===== src/rtl/accel_bus_pkg.sv =====
// Shared definitions for the accelerator bus master.
//   Register addresses of the accelerator and the encoding of the
//   job-sequencing FSM states.
package accel_bus_pkg;

   localparam logic [3:0] ADDR_N0    = 4'd0;
   localparam logic [3:0] ADDR_N1    = 4'd1;
   localparam logic [3:0] ADDR_N2    = 4'd2;
   localparam logic [3:0] ADDR_N3    = 4'd3;
   localparam logic [3:0] ADDR_START = 4'd5;
   localparam logic [3:0] ADDR_INTEN = 4'd6;
   localparam logic [3:0] ADDR_DONE  = 4'd7;

   typedef enum logic [3:0] {
      ST_IDLE,
      ST_WR_N,
      ST_WR_INTEN,
      ST_WR_START,
      ST_WAIT,
      ST_RD_RES,
      ST_RD_DONE,
      ST_WR_CLR,
      ST_RESP
   } state_t;

endpackage


===== src/rtl/accel_bus_access.sv =====
// Single-access bus engine.
//   start/rd/addr/wdata : command, accepted only while idle (busy=0)
//   busy                : an access is in flight (cs=1)
//   done                : memDataReady seen this cycle; rdata valid now
//   timeout             : access ran TIMEOUT cycles without memDataReady
//   cs/readmem/writemem/address/bus_wdata : registered bus drive
// After done or timeout cs drops for at least one cycle, which gives the
// mandatory idle cycle between consecutive accesses.
module accel_bus_access #(
   parameter int DATA_W  = 8,
   parameter int ADDR_W  = 4,
   parameter int TIMEOUT = 1024
) (
   input  logic              clk,
   input  logic              rst,
   input  logic              start,
   input  logic              rd,
   input  logic [ADDR_W-1:0] addr,
   input  logic [DATA_W-1:0] wdata,
   output logic              busy,
   output logic              done,
   output logic              timeout,
   output logic [DATA_W-1:0] rdata,
   output logic              cs,
   output logic              readmem,
   output logic              writemem,
   output logic [ADDR_W-1:0] address,
   output logic [DATA_W-1:0] bus_wdata,
   input  logic [DATA_W-1:0] bus_rdata,
   input  logic              mem_data_ready
);

   localparam int            CW      = $clog2(TIMEOUT + 1);
   localparam logic [CW-1:0] TO_LOAD = CW'(TIMEOUT - 1);

   logic              cs_q, cs_d;
   logic              rd_q, rd_d;
   logic              wr_q, wr_d;
   logic [ADDR_W-1:0] addr_q, addr_d;
   logic [DATA_W-1:0] wdata_q, wdata_d;
   logic [CW-1:0]     cnt_q, cnt_d;

   always_ff @(posedge clk or posedge rst) begin
      if (rst) begin
         cs_q    <= 1'b0;
         rd_q    <= 1'b0;
         wr_q    <= 1'b0;
         addr_q  <= '0;
         wdata_q <= '0;
         cnt_q   <= '0;
      end else begin
         cs_q    <= cs_d;
         rd_q    <= rd_d;
         wr_q    <= wr_d;
         addr_q  <= addr_d;
         wdata_q <= wdata_d;
         cnt_q   <= cnt_d;
      end
   end

   // address/data only load when idle, so they never move while cs=1
   always_comb begin
      cs_d    = cs_q;
      rd_d    = rd_q;
      wr_d    = wr_q;
      addr_d  = addr_q;
      wdata_d = wdata_q;
      cnt_d   = cnt_q;
      if (!cs_q) begin
         if (start) begin
            cs_d    = 1'b1;
            rd_d    = rd;
            wr_d    = !rd;
            addr_d  = addr;
            wdata_d = wdata;
            cnt_d   = TO_LOAD;
         end
      end else if (mem_data_ready || cnt_q == '0) begin
         cs_d = 1'b0;
         rd_d = 1'b0;
         wr_d = 1'b0;
      end else begin
         cnt_d = cnt_q - 1'b1;
      end
   end

   assign busy      = cs_q;
   assign done      = cs_q & mem_data_ready;
   assign timeout   = cs_q & !mem_data_ready & (cnt_q == '0);
   assign rdata     = bus_rdata;
   assign cs        = cs_q;
   assign readmem   = rd_q;
   assign writemem  = wr_q;
   assign address   = addr_q;
   assign bus_wdata = wdata_q;

endmodule


===== src/rtl/accel_host_master.sv =====
// Accelerator host master: accepts a job (operand n), programs the
// accelerator, waits for completion (interrupt or DONE polling), reads the
// 32-bit result, clears DONE and returns the result on a valid/ready port.
//   req_valid/req_ready/req_n            : job request
//   resp_valid/resp_ready/resp_result/resp_err : job response
//   cs/readmem/writemem/address/bus_wdata/bus_rdata/memDataReady : bus
//   interrupt                            : accelerator completion (level)
//
// state        | meaning
// ST_IDLE      | ready for a job
// ST_WR_N      | write operand to addr 0
// ST_WR_INTEN  | write interrupt enable (USE_IRQ) to addr 6
// ST_WR_START  | write 0 to START (addr 5)
// ST_WAIT      | wait for interrupt, or poll DONE (addr 7)
// ST_RD_RES    | read result bytes 0..3
// ST_RD_DONE   | read DONE (addr 7)
// ST_WR_CLR    | write 0 to DONE
// ST_RESP      | hold response until accepted
module accel_host_master
   import accel_bus_pkg::*;
#(
   parameter int DATA_W  = 8,
   parameter int ADDR_W  = 4,
   parameter int USE_IRQ = 1,
   parameter int TIMEOUT = 1024
) (
   input  logic              clk,
   input  logic              rst,
   input  logic              req_valid,
   output logic              req_ready,
   input  logic [7:0]        req_n,
   output logic              resp_valid,
   input  logic              resp_ready,
   output logic [31:0]       resp_result,
   output logic              resp_err,
   output logic              cs,
   output logic              readmem,
   output logic              writemem,
   output logic [ADDR_W-1:0] address,
   output logic [DATA_W-1:0] bus_wdata,
   input  logic [DATA_W-1:0] bus_rdata,
   input  logic              memDataReady,
   input  logic              interrupt
);

   localparam int            CW        = $clog2(TIMEOUT + 1);
   localparam logic [CW-1:0] WAIT_LOAD = CW'(TIMEOUT - 1);

   state_t        state_q, state_d;
   logic [7:0]    n_q, n_d;
   logic [31:0]   result_q, result_d;
   logic          err_q, err_d;
   logic [1:0]    idx_q, idx_d;
   logic [CW-1:0] wait_cnt_q, wait_cnt_d;
   logic          issued_q, issued_d;
   logic          req_ready_q, req_ready_d;
   logic          resp_valid_q, resp_valid_d;

   logic              acc_start, acc_rd, acc_busy, acc_done, acc_timeout;
   logic [ADDR_W-1:0] acc_addr;
   logic [DATA_W-1:0] acc_wdata, acc_rdata;
   logic              want_access;

   accel_bus_access #(
      .DATA_W (DATA_W),
      .ADDR_W (ADDR_W),
      .TIMEOUT(TIMEOUT)
   ) u_access (
      .clk           (clk),
      .rst           (rst),
      .start         (acc_start),
      .rd            (acc_rd),
      .addr          (acc_addr),
      .wdata         (acc_wdata),
      .busy          (acc_busy),
      .done          (acc_done),
      .timeout       (acc_timeout),
      .rdata         (acc_rdata),
      .cs            (cs),
      .readmem       (readmem),
      .writemem      (writemem),
      .address       (address),
      .bus_wdata     (bus_wdata),
      .bus_rdata     (bus_rdata),
      .mem_data_ready(memDataReady)
   );

   always_ff @(posedge clk or posedge rst) begin
      if (rst) begin
         state_q      <= ST_IDLE;
         n_q          <= '0;
         result_q     <= '0;
         err_q        <= 1'b0;
         idx_q        <= '0;
         wait_cnt_q   <= '0;
         issued_q     <= 1'b0;
         req_ready_q  <= 1'b0;
         resp_valid_q <= 1'b0;
      end else begin
         state_q      <= state_d;
         n_q          <= n_d;
         result_q     <= result_d;
         err_q        <= err_d;
         idx_q        <= idx_d;
         wait_cnt_q   <= wait_cnt_d;
         issued_q     <= issued_d;
         req_ready_q  <= req_ready_d;
         resp_valid_q <= resp_valid_d;
      end
   end

   always_comb begin
      state_d    = state_q;
      n_d        = n_q;
      result_d   = result_q;
      err_d      = err_q;
      idx_d      = idx_q;
      wait_cnt_d = wait_cnt_q;
      if (acc_timeout) begin
         state_d  = ST_RESP;
         result_d = '0;
         err_d    = 1'b1;
      end else begin
         case (state_q)
            ST_IDLE: if (req_valid && req_ready_q) begin
               state_d  = ST_WR_N;
               n_d      = req_n;
               result_d = '0;
               err_d    = 1'b0;
               idx_d    = '0;
            end
            ST_WR_N:     if (acc_done) state_d = ST_WR_INTEN;
            ST_WR_INTEN: if (acc_done) state_d = ST_WR_START;
            ST_WR_START: if (acc_done) begin
               state_d    = ST_WAIT;
               wait_cnt_d = WAIT_LOAD;
            end
            ST_WAIT: begin
               if (wait_cnt_q != '0) wait_cnt_d = wait_cnt_q - 1'b1;
               if (USE_IRQ != 0) begin
                  if (interrupt) state_d = ST_RD_RES;
                  else if (wait_cnt_q == '0) begin
                     state_d  = ST_RESP;
                     result_d = '0;
                     err_d    = 1'b1;
                  end
               end else if (acc_done) begin
                  if (acc_rdata[0]) state_d = ST_RD_RES;
               end else if (!issued_q && wait_cnt_q == '0) begin
                  // only give up between polls so no access is cut short
                  state_d  = ST_RESP;
                  result_d = '0;
                  err_d    = 1'b1;
               end
            end
            ST_RD_RES: if (acc_done) begin
               // byte 0 arrives first and shifts down to the LSB
               result_d = {acc_rdata[7:0], result_q[31:8]};
               idx_d    = idx_q + 1'b1;
               if (idx_q == 2'd3) state_d = ST_RD_DONE;
            end
            ST_RD_DONE: if (acc_done) state_d = ST_WR_CLR;
            ST_WR_CLR:  if (acc_done) state_d = ST_RESP;
            ST_RESP:    if (resp_ready && resp_valid_q) state_d = ST_IDLE;
            default:    state_d = ST_IDLE;
         endcase
      end
      req_ready_d  = (state_d == ST_IDLE);
      resp_valid_d = (state_d == ST_RESP);
   end

   always_comb begin
      want_access = 1'b0;
      acc_rd      = 1'b0;
      acc_addr    = ADDR_W'(ADDR_N0);
      acc_wdata   = '0;
      case (state_q)
         ST_WR_N: begin
            want_access = 1'b1;
            acc_wdata   = DATA_W'(n_q);
         end
         ST_WR_INTEN: begin
            want_access = 1'b1;
            acc_addr    = ADDR_W'(ADDR_INTEN);
            acc_wdata   = DATA_W'(USE_IRQ != 0);
         end
         ST_WR_START: begin
            want_access = 1'b1;
            acc_addr    = ADDR_W'(ADDR_START);
         end
         ST_WAIT: begin
            want_access = (USE_IRQ == 0);
            acc_rd      = 1'b1;
            acc_addr    = ADDR_W'(ADDR_DONE);
         end
         ST_RD_RES: begin
            want_access = 1'b1;
            acc_rd      = 1'b1;
            acc_addr    = ADDR_W'(idx_q);
         end
         ST_RD_DONE: begin
            want_access = 1'b1;
            acc_rd      = 1'b1;
            acc_addr    = ADDR_W'(ADDR_DONE);
         end
         ST_WR_CLR: begin
            want_access = 1'b1;
            acc_addr    = ADDR_W'(ADDR_DONE);
         end
         default: want_access = 1'b0;
      endcase
      acc_start = want_access & !issued_q & !acc_busy;
      issued_d  = (issued_q | acc_start) & !(acc_done | acc_timeout);
   end

   assign req_ready   = req_ready_q;
   assign resp_valid  = resp_valid_q;
   assign resp_result = result_q;
   assign resp_err    = err_q;

endmodule


===== config.mk =====
export PLATFORM = sky130hd
export DESIGN_NAME = accel_host_master
export DESIGN_NICKNAME = d
export VERILOG_FILES = /design/src/rtl/accel_bus_pkg.sv /design/src/rtl/accel_bus_access.sv /design/src/rtl/accel_host_master.sv
export SDC_FILE = /design/constraint.sdc
export NUM_CORES = 1
export LEC_CHECK = 0
export BUFFER_PORTS_ARGS = -buffer_cell sky130_fd_sc_hd__buf_4
export CAP_MARGIN = 10
export CORE_MARGIN = 1
export CORE_UTILIZATION = 40
export DETAILED_ROUTE_END_ITERATION = 10
export PLACE_DENSITY = 0.72
export SYNTH_ARGS = -nofsm -noshare
export SYNTH_HDL_FRONTEND = slang
export SYNTH_SLANG_ARGS = --single-unit

===== constraint.sdc =====
create_clock -name clk -period 2.3 [get_ports clk]
set_input_delay 0.23 -clock clk [delete_from_list [all_inputs] [get_ports clk]]
set_output_delay 0.23 -clock clk [all_outputs]
set_load 0.02 [all_outputs]

# After elaboration in Yosys (flattened, before gate mapping)
# Index checks and enable logic that the tools add are counted.
# W data, S select, Z words.
# word_totals
word_cells	122
regBits	87
out_inout_bits	50
input_bits	22
# op_classes
n_eq_ne	20
bitwise	10
reduce_logical	29
add_sub_neg	3
mux	45
# ops
op	n
$mux W32	5
$pmux W32 S3	1
$mux W11	5
$mux W4	12
$pmux W4 S9	1
$logic_not A11 Y1	2
$pmux W11 S2	1
$sub A11 B1 Y11 const B	2
$eq A4 B3 Y1 const B	4
$pmux W8 S2	1
$mux W1	14
$ne A2 B2 Y1 const B	6
$ne A3 B3 Y1 const B	4
$pmux W3 S4	1
$reduce_and A4 Y1	3
$reduce_bool A11 Y1	1
$eq A4 B2 Y1 const B	2
$eq A4 B4 Y1 const B	2
$logic_not A4 Y1	2
$and A1 B1 Y1	6
$reduce_and A2 Y1	3
$reduce_bool A2 Y1	3
$reduce_or A3 Y1	2
$reduce_or A6 Y1	1
other kinds (15)	23

# Logic depth before layout (Yosys ltp)
# logic_depth
word_depth	7
mapped_depth	8
mapped_depth_nobuf	7

# Modules after synthesis
# From an unflattened synthesis, not the netlist that was laid out.
# unflattened
cells_unflattened	462
hier_area_um2	4529.3
# by_module_without_submodules
mod	cells_each	seq_area_each_um2	n_inst	area_per_inst_um2
accel_host_master	327	1526.5	1	3264.4
accel_bus_access	135	650.6	1	1265.0

# Worst setup path after synthesis
# No wires, ideal clock.
# synth_timing
path_type	register -> register
startpoint	register wait_cnt_q[0]
endpoint	register wait_cnt_q[4]
path_slack_ns	0.195
n_path_buf	1
period_less_slack_ns	2.105
setup_ns	0.121
arrival_ns	1.984
stages_incl_launch_ff	9
required_ns	2.179
path_cell_list	dfrtp_1 -> inv_1 -> ha_1 -> nor4b_1 -> nand3_1 -> a21o_1 -> and2_1 -> clkbuf_1 -> a22o_1
# synth_between
elab_chain_cells	3
elab_cells_between_ends	6
cone_classes	add/sub: 1; eq/ne: 1; mux: 2; reduce/logical: 2
# synth_rtl
item	line_no	rtl
from (decl)	accel_host_master.sv:54	logic [CW-1:0] wait_cnt_q, wait_cnt_d;
from (signal assigned)	accel_host_master.sv:105	wait_cnt_q <= wait_cnt_d;
$sub A11 B1 Y11 / $reduce_bool A11 Y1 (equally long branches)	accel_host_master.sv:139	if (wait_cnt_q != '0) wait_cnt_d = wait_cnt_q - 1'b1;
$mux W11 / $ne A2 B2 Y1 (equally long branches)	-	
$pmux W11 S2 / $reduce_and A4 Y1 (equally long branches)	-	
# Parallel ways exist; a longest one is shown, timed or not. The select of a mux whose other input is x is not followed.
# A chain may end at the register's enable or synchronous reset.

# Final worst setup path
# layout_timing
startpoint	register u_access.cnt_q[0]
endpoint	register n_q[3]
# layout_between
elab_chain_cells	4
# layout_rtl
item	line_no	rtl
from (decl)	accel_bus_access.sv:41	logic [CW-1:0] cnt_q, cnt_d;
from (signal assigned)	accel_bus_access.sv:57	cnt_q <= cnt_d;
$logic_not A11 Y1	accel_bus_access.sv:89	assign timeout = cs_q & !mem_data_ready & (cnt_q == '0);
$and A1 B1 Y1	accel_bus_access.sv:89	
$not A1 Y1 (no source line)	-	
$reduce_and A3 Y1 (no source line)	-	
to (signal assigned)	accel_host_master.sv:101	n_q <= n_d;
to (decl)	accel_host_master.sv:50	logic [7:0] n_q, n_d;
# Every way passes these cells.

==> results_dict.tcl <==
set metrics [dict create \
    outcome "finished with violations" \
    violations "negative hold slack" \
    crit_buf_inv 1 \
    dp_cells 547 \
    fmax_mhz 462 \
    dieWidth_um 101 \
    insertion_delay_ps 350 \
    drt_iter0_drc 235 \
    synthArstFlopShare_pct 100 \
    ys_ff_latch 86 \
    dp_slack_ps -109 \
    antenna_cells 0 \
    tritoncts "done" \
    wl_per_cell_um 15.6 \
    syn2layout_area_growth_pct 24.8 \
    multi_input_area_um2 1640 \
    worst_pin_slew_ps 756 \
    design_area_um2 4880 \
    clockBufferDepth 2 \
    ys_seq_area_share_pct 55.1 \
    hold_viol 6 \
    placed_cell_area_um2 4640 \
    nets 455 \
    hold_slack_ps -1.79 \
    drv_slew 0 \
    routed_wl_mm 8.79 \
    crit_fanout 8 \
    grt_use_total_pct 18.9 \
    seqCellArea_um2 2150 \
    critPathKind "flip-flop to flip-flop" \
    vias 3059 \
    drv.max_cap_violation_count 0 \
    yosys_warnings 0 \
    p_per_area_nw_per_um2 1070 \
    setup_violations 0 \
    syn_inst 348 \
    timing.final.ws_setup_ps 135 \
    grt_pass1_wl_mm 15.0 \
    cp_top_family "simple AND/OR/NAND/NOR gates" \
    irDropWorstVdd_uv 544 \
    drive_gt1_share_pct 30.3 \
    ant_nets 0 \
    viasPerCell 5.42 \
    dieArea_um2 10200 \
    final.period_utilization_pct 94.1 \
    clk_pin_slew_ps 90 \
    first_pass_iters 4 \
    ioPinCount 72 \
    fin_util_pct 52.1 \
    clock-skew-final_ps 13.3 \
    crit_required_ps 2530 \
    synth_edf_count 0 \
    gp_congestion 0.813 \
    cts_root_buffer "clkbuf_8" \
    period_minus_slack_ps 2160 \
    die_y_um 101 \
    avgSynthCellArea_um2 11.2 \
    drc_errors 0 \
    synth_nets 373 \
    worstPathArrival_ps 2400 \
    final-instance-count-excl-fill 564 \
    hpwl_mm 5.94 \
    cts_sinks 86 \
    hold_buffers 0 \
    synth_area_um2 3910 \
    rsz0062_at_grt "no" \
    start_kind "flip-flop" \
    portBuffers 70 \
    cts_buffers 9 \
    fill_cells 857 \
    slowest_stage "nor2_2" \
    ys.flop_type "dfrtp_1" \
    antenna_found_initial 0 \
    slowest_delay_ps 450 \
    maxSlewHeadroom_pct 49.6 \
    first_global_vias 3001 \
    htreeDepth 3 \
    p_leak_nw 2.24 \
    initial_core_util_pct 41.7 \
    grt_max_degree 87 \
    overflow 0 \
    cp_cell_sequence "inv_1 -> ha_1 -> nor2b_1 -> and4_1 -> nor2_2 -> mux2_2" \
    core_um2 9370 \
    rows 35 \
    crit_path_end_kind "flip-flop" \
    hold_class "input pin to async pin" \
    synth_cell_types 54 \
]
synthesized netlist by cell type, types with 8 or more instances:
| library cell | number | area [um2] |
|---|---|---|
| a21oi_1 | 11 | 55.1 |
| a22o_1 | 35 | 307 |
| a31oi_1 | 14 | 87.6 |
| clkbuf_1 | 10 | 37.5 |
| dfrtp_1 | 86 | 2150 |
| inv_1 | 8 | 30.0 |
| mux2_2 | 10 | 113 |
| nand2_1 | 34 | 128 |
| nand3_1 | 13 | 65.1 |
| nor2_1 | 14 | 52.6 |
| nor3_1 | 14 | 70.1 |
| o21ai_0 | 8 | 40.0 |
final cells by class:
type | count | area share (%)
Multi-Input combinational cell | 235 | 33.6
Timing Repair Buffer | 90 | 14.1
Tap cell | 129 | 3.31
Sequential cell | 86 | 44.1
Inverter | 8 | 0.692
Clock inverter | 7 | 1.64
Clock buffer | 9 | 2.54
layer usage:
metal	track usage, %	part of all wire, %
met1	27.1	47
met2	29.5	48
met3	2.64	3.6
met4	7.02	1.3
met5	0	0
sequential cells by signal, indices dropped and copies added, names as in the netlist:
register / count
resp_result: 32
u_access.address: 3
req_ready: 1
state_q: 4
idx_q: 2
resp_valid: 1
u_access.bus_wdata: 8
u_access.writemem: 1
u_access.busy: 1
issued_q: 1
u_access.cnt_q: 11
u_access.readmem: 1
n_q: 8
resp_err: 1
wait_cnt_q: 11
cells in the final DEF, fill, tap and decap left out, types with 5 or more instances in the layout:
cell type,n
clkbuf_8,9
nor3_1,14
inv_1,7
a31oi_1,14
nor4_1,5
o21ai_0,8
buf_4,89
nand2b_1,5
nand3_1,13
a22o_1,35
nand2_1,34
xnor2_1,5
a21oi_1,11
nor2b_1,5
nor2_1,14
nand4_1,5
mux2_2,10
dfrtp_1,86
worst paths after layout:
| path | start | endpoint | slack [ps] | cells past startpoint |
|---|---|---|---|---|
| setup / recovery | u_access.cnt_q[0] | n_q[3] | 140 | 6 |
| hold / removal | rst | resp_result[4] | -2 | 3 |
| setup reg to reg | u_access.cnt_q[0] | n_q[3] | 140 | 6 |
| hold reg to reg | u_access.bus_wdata[5] | u_access.bus_wdata[5] | 480 | 2 |
| max in group asynchronous | rst | u_access.bus_wdata[4] | 1950 | 3 |
| min in group clk | bus_rdata[4] | resp_result[28] | 100 | 2 |
metrics by stage:
step,TNS [ps],power [W]
floorplan,0,0.00347
global placement,-19.9,0.00401
detailed placement,-2610,0.00407
CTS,0,0.00525
global route,0,0.00555
finish,0,0.00520
cell families after synthesis:
logic type	count (synthesis)	share of synthesized area, %
buffers and inverters	28	4.03
AO/OA/AOI/OAI	95	19.1
flip-flops	86	55.1
AND/OR/NAND/NOR	117	15.9
adder cells (fa/ha/maj)	3	0.960
other	1	0.0959
multiplexers	13	3.65
XOR/XNOR	5	1.12
worst min-delay path: stages:
cell,delay (ps)
buf_4,120
clkinvlp_4,70
buf_12,360
what timing repair did:
| action | CTS | global route |
|---|---|---|
| gates resized for setup | 2 | 0 |
| setup buffers | 0 | 0 |
| endpoints found under the setup margin | 34 | 0 |
power breakdown:
group          total [W]  internal [W]  switching, W
registers        0.00214       0.00184      0.000302
clock network    0.00108      0.000517      0.000565
logic            0.00198      0.000801       0.00118
total            0.00520       0.00316       0.00204
Power figures use the tool's default switching activity.
